[config.mk]
export PLATFORM = sky130hd
export DESIGN_NAME = cam_search_sequencer_flat
export DESIGN_NICKNAME = d
export VERILOG_FILES = /design/src/rtl/cam_search_sequencer_if.sv /design/src/rtl/cam_search_sequencer.sv /design/src/flat_wrapper.sv
export SDC_FILE = /design/constraint.sdc
export NUM_CORES = 1
export LEC_CHECK = 0
export ABC_CLOCK_PERIOD_IN_PS = 4300
export BUFFER_PORTS_ARGS = -buffer_cell sky130_fd_sc_hd__buf_2
export CORE_MARGIN = 2
export CORE_UTILIZATION = 55
export DETAILED_ROUTE_END_ITERATION = 6
export GPL_ROUTABILITY_DRIVEN = 0
export GPL_TIMING_DRIVEN = 0
export PLACE_DENSITY = 0.85
export SYNTH_ARGS = -nofsm -noshare
export SYNTH_HDL_FRONTEND = slang
export SYNTH_SLANG_ARGS = --single-unit
export TNS_END_PERCENT = 20
[constraint.sdc]
create_clock -name clk -period 4.3 [get_ports clk]
set_input_delay 0.645 -clock clk [delete_from_list [all_inputs] [get_ports clk]]
set_output_delay 0.645 -clock clk [all_outputs]
set_load 0.05 [all_outputs]
[src/rtl/cam_search_sequencer_if.sv]
// Search request / result handshake bundle for cam_search_sequencer.
//   req_valid/req_ready/req_key : search request from the requester.
//   rsp_valid/rsp_ready         : result handshake back to the requester.
//   rsp_hit/rsp_idx/rsp_vec     : result payload (any hit, lowest hit row, match vector).
// master = requester side, slave = sequencer side.
interface cam_search_sequencer_if #(
    parameter int ROWS  = 8,
    parameter int KEY_W = 16,
    parameter int IDX_W = $clog2(ROWS)
);
    logic             req_valid;
    logic             req_ready;
    logic [KEY_W-1:0] req_key;
    logic             rsp_valid;
    logic             rsp_ready;
    logic             rsp_hit;
    logic [IDX_W-1:0] rsp_idx;
    logic [ROWS-1:0]  rsp_vec;

    modport master (
        output req_valid, req_key, rsp_ready,
        input  req_ready, rsp_valid, rsp_hit, rsp_idx, rsp_vec
    );

    modport slave (
        input  req_valid, req_key, rsp_ready,
        output req_ready, rsp_valid, rsp_hit, rsp_idx, rsp_vec
    );
endinterface

[src/rtl/cam_search_sequencer.sv]
// Sequences one CAM search: precharge, search-line evaluate, sense strobe A, guard gap,
// sense strobe B and result capture, then returns the priority-encoded match result.
// Ports:
//   clk, rst_n           : clock, asynchronous active-low reset.
//   bus (slave)          : request/response handshake (see cam_search_sequencer_if).
//   pre_n                : match-line precharge, active-low.
//   sl_en, sl_drive      : search-line enable and data (latched key).
//   strobe_a, strobe_b   : sense clocks A and B.
//   ml_m                 : per-row M output, row i matches when ml_m[i] == 0.
// Optional feature (macro CAM_SEARCH_STATS_EN): adds saturating 16-bit counters
//   stat_search (response handshakes) and stat_hit (handshakes with a hit).
// All outputs are registered; they are computed from the next state.
module cam_search_sequencer #(
    parameter int ROWS     = 8,
    parameter int KEY_W    = 16,
    parameter int PRE_CYC  = 2,
    parameter int EVAL_CYC = 3,
    parameter int GAP_CYC  = 1,
    parameter int IDX_W    = $clog2(ROWS)
) (
    input  logic                 clk,
    input  logic                 rst_n,
    cam_search_sequencer_if.slave bus,
    output logic                 pre_n,
    output logic                 sl_en,
    output logic [KEY_W-1:0]     sl_drive,
    output logic                 strobe_a,
    output logic                 strobe_b,
    input  logic [ROWS-1:0]      ml_m
`ifdef CAM_SEARCH_STATS_EN
    ,
    output logic [15:0]          stat_search,
    output logic [15:0]          stat_hit
`endif
);

    localparam logic [2:0] StIdle = 3'd0;
    localparam logic [2:0] StPre  = 3'd1;
    localparam logic [2:0] StEval = 3'd2;
    localparam logic [2:0] StStrbA = 3'd3;
    localparam logic [2:0] StGap  = 3'd4;
    localparam logic [2:0] StStrbB = 3'd5;
    localparam logic [2:0] StCapt = 3'd6;
    localparam logic [2:0] StResp = 3'd7;

    // One shared down-counter covers every multi-cycle phase.
    localparam int MAX_CYC = (PRE_CYC > EVAL_CYC) ?
                             ((PRE_CYC > GAP_CYC) ? PRE_CYC : GAP_CYC) :
                             ((EVAL_CYC > GAP_CYC) ? EVAL_CYC : GAP_CYC);
    localparam int CNT_W = (MAX_CYC > 1) ? $clog2(MAX_CYC) : 1;
    localparam logic [CNT_W-1:0] PRE_LD  = CNT_W'(PRE_CYC - 1);
    localparam logic [CNT_W-1:0] EVAL_LD = CNT_W'(EVAL_CYC - 1);
    localparam logic [CNT_W-1:0] GAP_LD  = CNT_W'((GAP_CYC > 0) ? GAP_CYC - 1 : 0);

    logic [2:0]       state_q, state_d;
    logic [CNT_W-1:0] cnt_q, cnt_d;
    logic [KEY_W-1:0] key_q, key_d;
    logic             req_ready_q, rsp_valid_q, rsp_hit_q;
    logic [IDX_W-1:0] rsp_idx_q, hit_idx;
    logic [ROWS-1:0]  rsp_vec_q;
    logic             sl_en_d;
    logic             rsp_hs;

    assign bus.req_ready = req_ready_q;
    assign bus.rsp_valid = rsp_valid_q;
    assign bus.rsp_hit   = rsp_hit_q;
    assign bus.rsp_idx   = rsp_idx_q;
    assign bus.rsp_vec   = rsp_vec_q;

    assign rsp_hs = (state_q == StResp) && rsp_valid_q && bus.rsp_ready;

    always_comb begin
        state_d = state_q;
        cnt_d   = cnt_q;
        key_d   = key_q;
        unique case (state_q)
            StIdle: begin
                if (bus.req_valid) begin
                    state_d = StPre;
                    cnt_d   = PRE_LD;
                    key_d   = bus.req_key;
                end
            end
            StPre: begin
                if (cnt_q == '0) begin
                    state_d = StEval;
                    cnt_d   = EVAL_LD;
                end else begin
                    cnt_d = cnt_q - 1'b1;
                end
            end
            StEval: begin
                if (cnt_q == '0) state_d = StStrbA;
                else cnt_d = cnt_q - 1'b1;
            end
            StStrbA: begin
                state_d = (GAP_CYC == 0) ? StStrbB : StGap;
                cnt_d   = GAP_LD;
            end
            StGap: begin
                if (cnt_q == '0) state_d = StStrbB;
                else cnt_d = cnt_q - 1'b1;
            end
            StStrbB: state_d = StCapt;
            StCapt:  state_d = StResp;
            StResp:  if (rsp_hs) state_d = StIdle;
            default: state_d = StIdle;
        endcase
    end

    assign sl_en_d = (state_d == StEval) || (state_d == StStrbA) ||
                     (state_d == StGap) || (state_d == StStrbB);

    // Lowest matching row wins: scan high to low so the last write is the lowest index.
    always_comb begin
        hit_idx = '0;
        for (int i = ROWS - 1; i >= 0; i--) begin
            if (!ml_m[i]) hit_idx = IDX_W'(i);
        end
    end

    always_ff @(posedge clk or negedge rst_n) begin
        if (!rst_n) begin
            state_q     <= StIdle;
            cnt_q       <= '0;
            key_q       <= '0;
            req_ready_q <= 1'b1;
            pre_n       <= 1'b1;
            sl_en       <= 1'b0;
            sl_drive    <= '0;
            strobe_a    <= 1'b0;
            strobe_b    <= 1'b0;
            rsp_valid_q <= 1'b0;
            rsp_hit_q   <= 1'b0;
            rsp_idx_q   <= '0;
            rsp_vec_q   <= '0;
        end else begin
            state_q     <= state_d;
            cnt_q       <= cnt_d;
            key_q       <= key_d;
            req_ready_q <= (state_d == StIdle);
            pre_n       <= (state_d != StPre);
            sl_en       <= sl_en_d;
            sl_drive    <= sl_en_d ? key_d : '0;
            strobe_a    <= (state_d == StStrbA);
            strobe_b    <= (state_d == StStrbB);
            if (state_q == StCapt) begin
                rsp_valid_q <= 1'b1;
                rsp_vec_q   <= ~ml_m;
                rsp_hit_q   <= ~&ml_m;
                rsp_idx_q   <= hit_idx;
            end else if (rsp_hs) begin
                rsp_valid_q <= 1'b0;
            end
        end
    end

`ifdef CAM_SEARCH_STATS_EN
    logic [15:0] stat_search_q, stat_hit_q;

    assign stat_search = stat_search_q;
    assign stat_hit    = stat_hit_q;

    always_ff @(posedge clk or negedge rst_n) begin
        if (!rst_n) begin
            stat_search_q <= '0;
            stat_hit_q    <= '0;
        end else if (rsp_hs) begin
            if (stat_search_q != 16'hFFFF) stat_search_q <= stat_search_q + 16'd1;
            if (rsp_hit_q && (stat_hit_q != 16'hFFFF)) stat_hit_q <= stat_hit_q + 16'd1;
        end
    end
`endif

endmodule
[src/flat_wrapper.sv]
// flat-port wrapper written by rule: the top's interface ports become plain ports
module cam_search_sequencer_flat 
#(
    parameter int ROWS     = 8,
    parameter int KEY_W    = 16,
    parameter int PRE_CYC  = 2,
    parameter int EVAL_CYC = 3,
    parameter int GAP_CYC  = 1,
    parameter int IDX_W    = $clog2(ROWS)
)
  (clk, rst_n, pre_n, sl_en, sl_drive, strobe_a, strobe_b, ml_m, bus_req_valid, bus_req_key, bus_rsp_ready, bus_req_ready, bus_rsp_valid, bus_rsp_hit, bus_rsp_idx, bus_rsp_vec);
  cam_search_sequencer_if #(.ROWS(ROWS), .KEY_W(KEY_W), .IDX_W(IDX_W)) bus_i ();
  input  logic clk;
  input  logic rst_n;
  output logic pre_n;
  output logic sl_en;
  output logic [KEY_W-1:0] sl_drive;
  output logic strobe_a;
  output logic strobe_b;
  input  logic [ROWS-1:0] ml_m;
  input wire logic [$bits(bus_i.req_valid)-1:0] bus_req_valid;
  input wire logic [$bits(bus_i.req_key)-1:0] bus_req_key;
  input wire logic [$bits(bus_i.rsp_ready)-1:0] bus_rsp_ready;
  output wire logic [$bits(bus_i.req_ready)-1:0] bus_req_ready;
  output wire logic [$bits(bus_i.rsp_valid)-1:0] bus_rsp_valid;
  output wire logic [$bits(bus_i.rsp_hit)-1:0] bus_rsp_hit;
  output wire logic [$bits(bus_i.rsp_idx)-1:0] bus_rsp_idx;
  output wire logic [$bits(bus_i.rsp_vec)-1:0] bus_rsp_vec;
  assign bus_i.req_valid = bus_req_valid;
  assign bus_i.req_key = bus_req_key;
  assign bus_i.rsp_ready = bus_rsp_ready;
  assign bus_req_ready = bus_i.req_ready;
  assign bus_rsp_valid = bus_i.rsp_valid;
  assign bus_rsp_hit = bus_i.rsp_hit;
  assign bus_rsp_idx = bus_i.rsp_idx;
  assign bus_rsp_vec = bus_i.rsp_vec;
  cam_search_sequencer #(.ROWS(ROWS), .KEY_W(KEY_W), .PRE_CYC(PRE_CYC), .EVAL_CYC(EVAL_CYC), .GAP_CYC(GAP_CYC), .IDX_W(IDX_W)) u_core (.clk(clk), .rst_n(rst_n), .bus(bus_i), .pre_n(pre_n), .sl_en(sl_en), .sl_drive(sl_drive), .strobe_a(strobe_a), .strobe_b(strobe_b), .ml_m(ml_m));
endmodule
==> impl_metrics.csv <==
group,metric,value,unit
critical_path,worst-endpoint-arrival,2.05,ns
critical_path,startpoint_type,"register",
worst_hold_path,class_of_the_worst_hold_path,"reg2reg",
synth,synth_mux_area_share,9.79,%
detailed_routing,post-route-drc-count,0,
pwr,p_seq_share,36.0,%
timing,postLayoutSetupSlackWorst,2.42,ns
detailed_routing,route.detailed.vias_per_inst,4.96,
pwr,combinationalPowerShare,51.3,%
timing,finalHoldViolCount,0,
global_route,grt_pass1_wl,6140,um
place,quantity_of_i_o_buffers_inserted_on_ports,61,
floorplanning,die_y,67.6,um
cts,postCtsSetupBuffers,0,
pwr,netSwitchingPower,1.03,mW
synth,synth-compound-area-share,8.27,%
pwr,swShare,45.5,%
final_layout,post_layout_nonfiller_instances,304,
synth,postSynth.asyncResetShare,100,%
global_route,grt_start_max_net_pins,56,
critical_path,critical_path.slowest_cell,"sky130_fd_sc_hd__dfrtp_1",
pwr,p_total,2.27,mW
pwr,internal_power,1.24,mW
synth,syn_inst,185,
detailed_routing,drtAntennaViolNets,0,
timing,rsz0062_at_grt,"false",
pwr,share_clk_of_total_power,12.7,%
floorplanning,die_area,4570,um^2
detailed_routing,dr.pass1.iters,4,
pwr,power_per_cell_area,846,nW/um^2
synth,ys_types,32,
detailed_routing,drt_first_iter_violations,92,
final_layout,drive_above_1_share,37.0,%
cts,cts.path.max_buffers,2,
timing,period_share,43.6,%
synth,synth_top_family_by_area,"simple AND/OR/NAND/NOR gates",
final_layout,final_nets,283,
critical_path,cp_data_required_time,4.47,ns
timing,slew_headroom,22.8,%
floorplanning,ios,62,
critical_path,critical_path.endpoint_type,"register",
cts,cts_tree,"yes",
cts,clkTransAtPathRegs,0.09,ns
synth,post_synthesis_cell_area,2220,um^2
cts,ctsRootBufferMaster,"sky130_fd_sc_hd__clkbuf_8",
timing,timing.setup.tns,0,ns
timing,final_slew_viol_count,0,
synth,simple_gate_fraction_of_synth_area,14.9,%
timing,max_slew.worst_pin.slew,1.16,ns
critical_path,top_cell_by_count_worst_path,"sky130_fd_sc_hd__nand2_1",
timing,fmaxAchievable,533,MHz
floorplanning,initial_cell_density_of_the_core,56.4,%
final_layout,antenna_cells_inserted,0,
status,status,"finished, final reports clean",
final_layout,final_core_util,68.1,%
final_layout,syn2layout_area_growth,20.8,%
cts,cts.hold.buffers_added,0,
place,placement.setup.worst_slack,2.29,ns
synth,synth-edff-count,0,
synth,synth_seq_area_share,62.0,%
global_route,grt_remaining_overflow,0,
cts,cts.sinks,55,
synth,yosys_warnings,0,
place,postPlaceCellArea,2590,um^2
synth,synthAdderAreaFrac,1.13,%
critical_path,timing.setup.critical_path_class,"reg2reg",
place,place_hpwl,2760,um
critical_path,critical_path_peak_fanout,10,
synth,post_synth.cell_area_avg,12.0,um^2
global_route,via_count_of_the_first_global_routing_pass,1386,
synth,synth_ff_type,"sky130_fd_sc_hd__dfrtp_1",
detailed_routing,routed_wirelength,3890,um
floorplanning,die_width,67.6,um
final_layout,stdcell_area,2690,um^2
critical_path,timing.critical_path.cells,"inv_1 > ha_1 > clkbuf_1 > nand2_1 > nand2_1 > nand2_1 > clkbuf_1 > nor2b_1",
flow_run,max_cap_violations,0,
cts,clock_insertion_delay_worst_skew,0.30,ns
timing,timing.clock.skew,0.00666,ns
pwr,worst_ir_drop_vdd,0.474,mV
global_route,track_usage,17.7,%
timing,hold_slack,0.477,ns
critical_path,slowest_delay,0.41,ns
cts,cts-buffers-inserted,5,
critical_path,critPathTopFamily,"buffers and inverters",
global_route,initial_antenna_violation_count,0,
timing,timing.final.crit_period,1.88,ns
pwr,power_leakage,1.37,nW
place,number_of_placed_cells_counting_well_taps,296,
cts,clock_tree.htree_level_count,2,
floorplanning,placeable_area,3940,um^2
critical_path,cp_num_buf_inv,3,
synth,synth.ff_latch_count,55,
synth,syn_nets,215,
detailed_routing,wire_per_inst,12.8,um
cts,post_cts.resized_instances,0,
detailed_routing,routed-via-count,1508,
timing,final-setup-viol-count,0,
floorplanning,placement_rows,23,
synth,synthXorXnorAreaFrac,0,%
==> power by group through the flow <==
stage | Clock (mW) | Sequential [mW] | Combinational [mW]
detailed placement | 0 | 0.830 | 1.17
global placement | 0 | 0.823 | 1.14
finish | 0.288 | 0.819 | 1.17
global route | 0.316 | 0.844 | 1.26
CTS | 0.296 | 0.821 | 1.17
floorplan | 0 | 1.24 | 0.498
==> path summary, 6_finish.rpt <==
path                                        from                     to  slack (ns)  depth (start not counted)
setup reg to reg                 u_core.cnt_q[0]    u_core.sl_drive[12]        2.42                          8
setup / recovery                 u_core.cnt_q[0]    u_core.sl_drive[12]        2.42                          8
hold / removal             u_core.bus.rsp_vec[2]  u_core.bus.rsp_vec[2]        0.48                          2
min in group asynchronous                  rst_n    u_core.sl_drive[15]        0.58                          1
max in group asynchronous                  rst_n  u_core.bus.rsp_vec[0]        3.02                          1
hold reg to reg            u_core.bus.rsp_vec[2]  u_core.bus.rsp_vec[2]        0.48                          2
==> synthesized netlist by cell type (2+ instances only) <==
master                     instances  area, um^2
sky130_fd_sc_hd__clkbuf_1          4        15.0
sky130_fd_sc_hd__nand2b_1          3        18.8
sky130_fd_sc_hd__buf_2             3        15.0
sky130_fd_sc_hd__inv_1             7        26.3
sky130_fd_sc_hd__nor2_1            6        22.5
sky130_fd_sc_hd__dfrtp_1          53        1330
sky130_fd_sc_hd__ha_1              2        25.0
sky130_fd_sc_hd__a21o_1            2        15.0
sky130_fd_sc_hd__dfstp_2           2        52.6
sky130_fd_sc_hd__mux2_2            6        67.6
sky130_fd_sc_hd__nand3_1           3        15.0
sky130_fd_sc_hd__nor3_1            6        30.0
sky130_fd_sc_hd__nor2b_1          16         100
sky130_fd_sc_hd__nand2_1          25        93.8
sky130_fd_sc_hd__o21bai_1          2        15.0
sky130_fd_sc_hd__o21ai_0          17        85.1
sky130_fd_sc_hd__a21oi_1           3        15.0
sky130_fd_sc_hd__mux2_4           10         150
sky130_fd_sc_hd__a31oi_1           2        12.5
==> placed cells by master (no fill, tap or decap), types with 2 or more instances in the layout <==
cell type	n
sky130_fd_sc_hd__clkbuf_8	6
sky130_fd_sc_hd__dfstp_2	2
sky130_fd_sc_hd__nand2_1	25
sky130_fd_sc_hd__nor2b_1	16
sky130_fd_sc_hd__nand2b_1	3
sky130_fd_sc_hd__buf_2	64
sky130_fd_sc_hd__nor3_1	6
sky130_fd_sc_hd__nand3_1	3
sky130_fd_sc_hd__a21oi_1	3
sky130_fd_sc_hd__o21bai_1	2
sky130_fd_sc_hd__dfrtp_1	53
sky130_fd_sc_hd__clkbuf_1	5
sky130_fd_sc_hd__a31oi_1	2
sky130_fd_sc_hd__ha_1	2
sky130_fd_sc_hd__mux2_2	6
sky130_fd_sc_hd__o21ai_0	17
sky130_fd_sc_hd__inv_1	7
sky130_fd_sc_hd__a21o_1	2
sky130_fd_sc_hd__mux2_4	10
sky130_fd_sc_hd__nor2_1	6
==> layer usage <==
metal,vias up,track usage [%],part of all wire (%)
met5,-,0,0
met4,0,3.06,0.69
met3,4,4.83,5.9
met2,46,28.2,47
met1,701,24.5,46
li1,757,-,-
==> worst reg2reg max path, stage by stage (launching register included) <==
cell	delay, ns
sky130_fd_sc_hd__dfrtp_1	0.41
sky130_fd_sc_hd__inv_1	0.08
sky130_fd_sc_hd__ha_1	0.19
sky130_fd_sc_hd__clkbuf_1	0.19
sky130_fd_sc_hd__nand2_1	0.11
sky130_fd_sc_hd__nand2_1	0.05
sky130_fd_sc_hd__nand2_1	0.22
sky130_fd_sc_hd__clkbuf_1	0.40
sky130_fd_sc_hd__nor2b_1	0.10
==> area by class of cell <==
cell class / instances / area, um^2
fill: 285 / 1260
inverter: 7 / 26.3
tap: 50 / 62.6
clock inverter: 1 / 8.76
timing repair buffer: 61 / 305
multi-input combinational: 114 / 757
sequential: 55 / 1380
clock buffer: 7 / 86.3
buffer: 9 / 61.3
==> cells by family (layout without fill, tap and decap cells) <==
kind of cell,count (synthesis),count (layout)
simple gates,65,65
flops,55,55
compound gates,31,31
mux,16,16
buf+inv,16,85
fa+ha+maj,2,2
==> sequential cells by signal, summed over array words and instances (netlist names) <==
register	cells
u_core.key_q	16
u_core.sl_drive	16
u_core.bus.rsp_vec	8
u_core.bus.rsp_idx	3
u_core.state_q	3
u_core.cnt_q	2
u_core.bus.req_ready	1
u_core.bus.rsp_hit	1
u_core.bus.rsp_valid	1
u_core.pre_n	1
u_core.sl_en	1
u_core.strobe_a	1
u_core.strobe_b	1
Note: power is estimated with default switching activity, not from simulation.
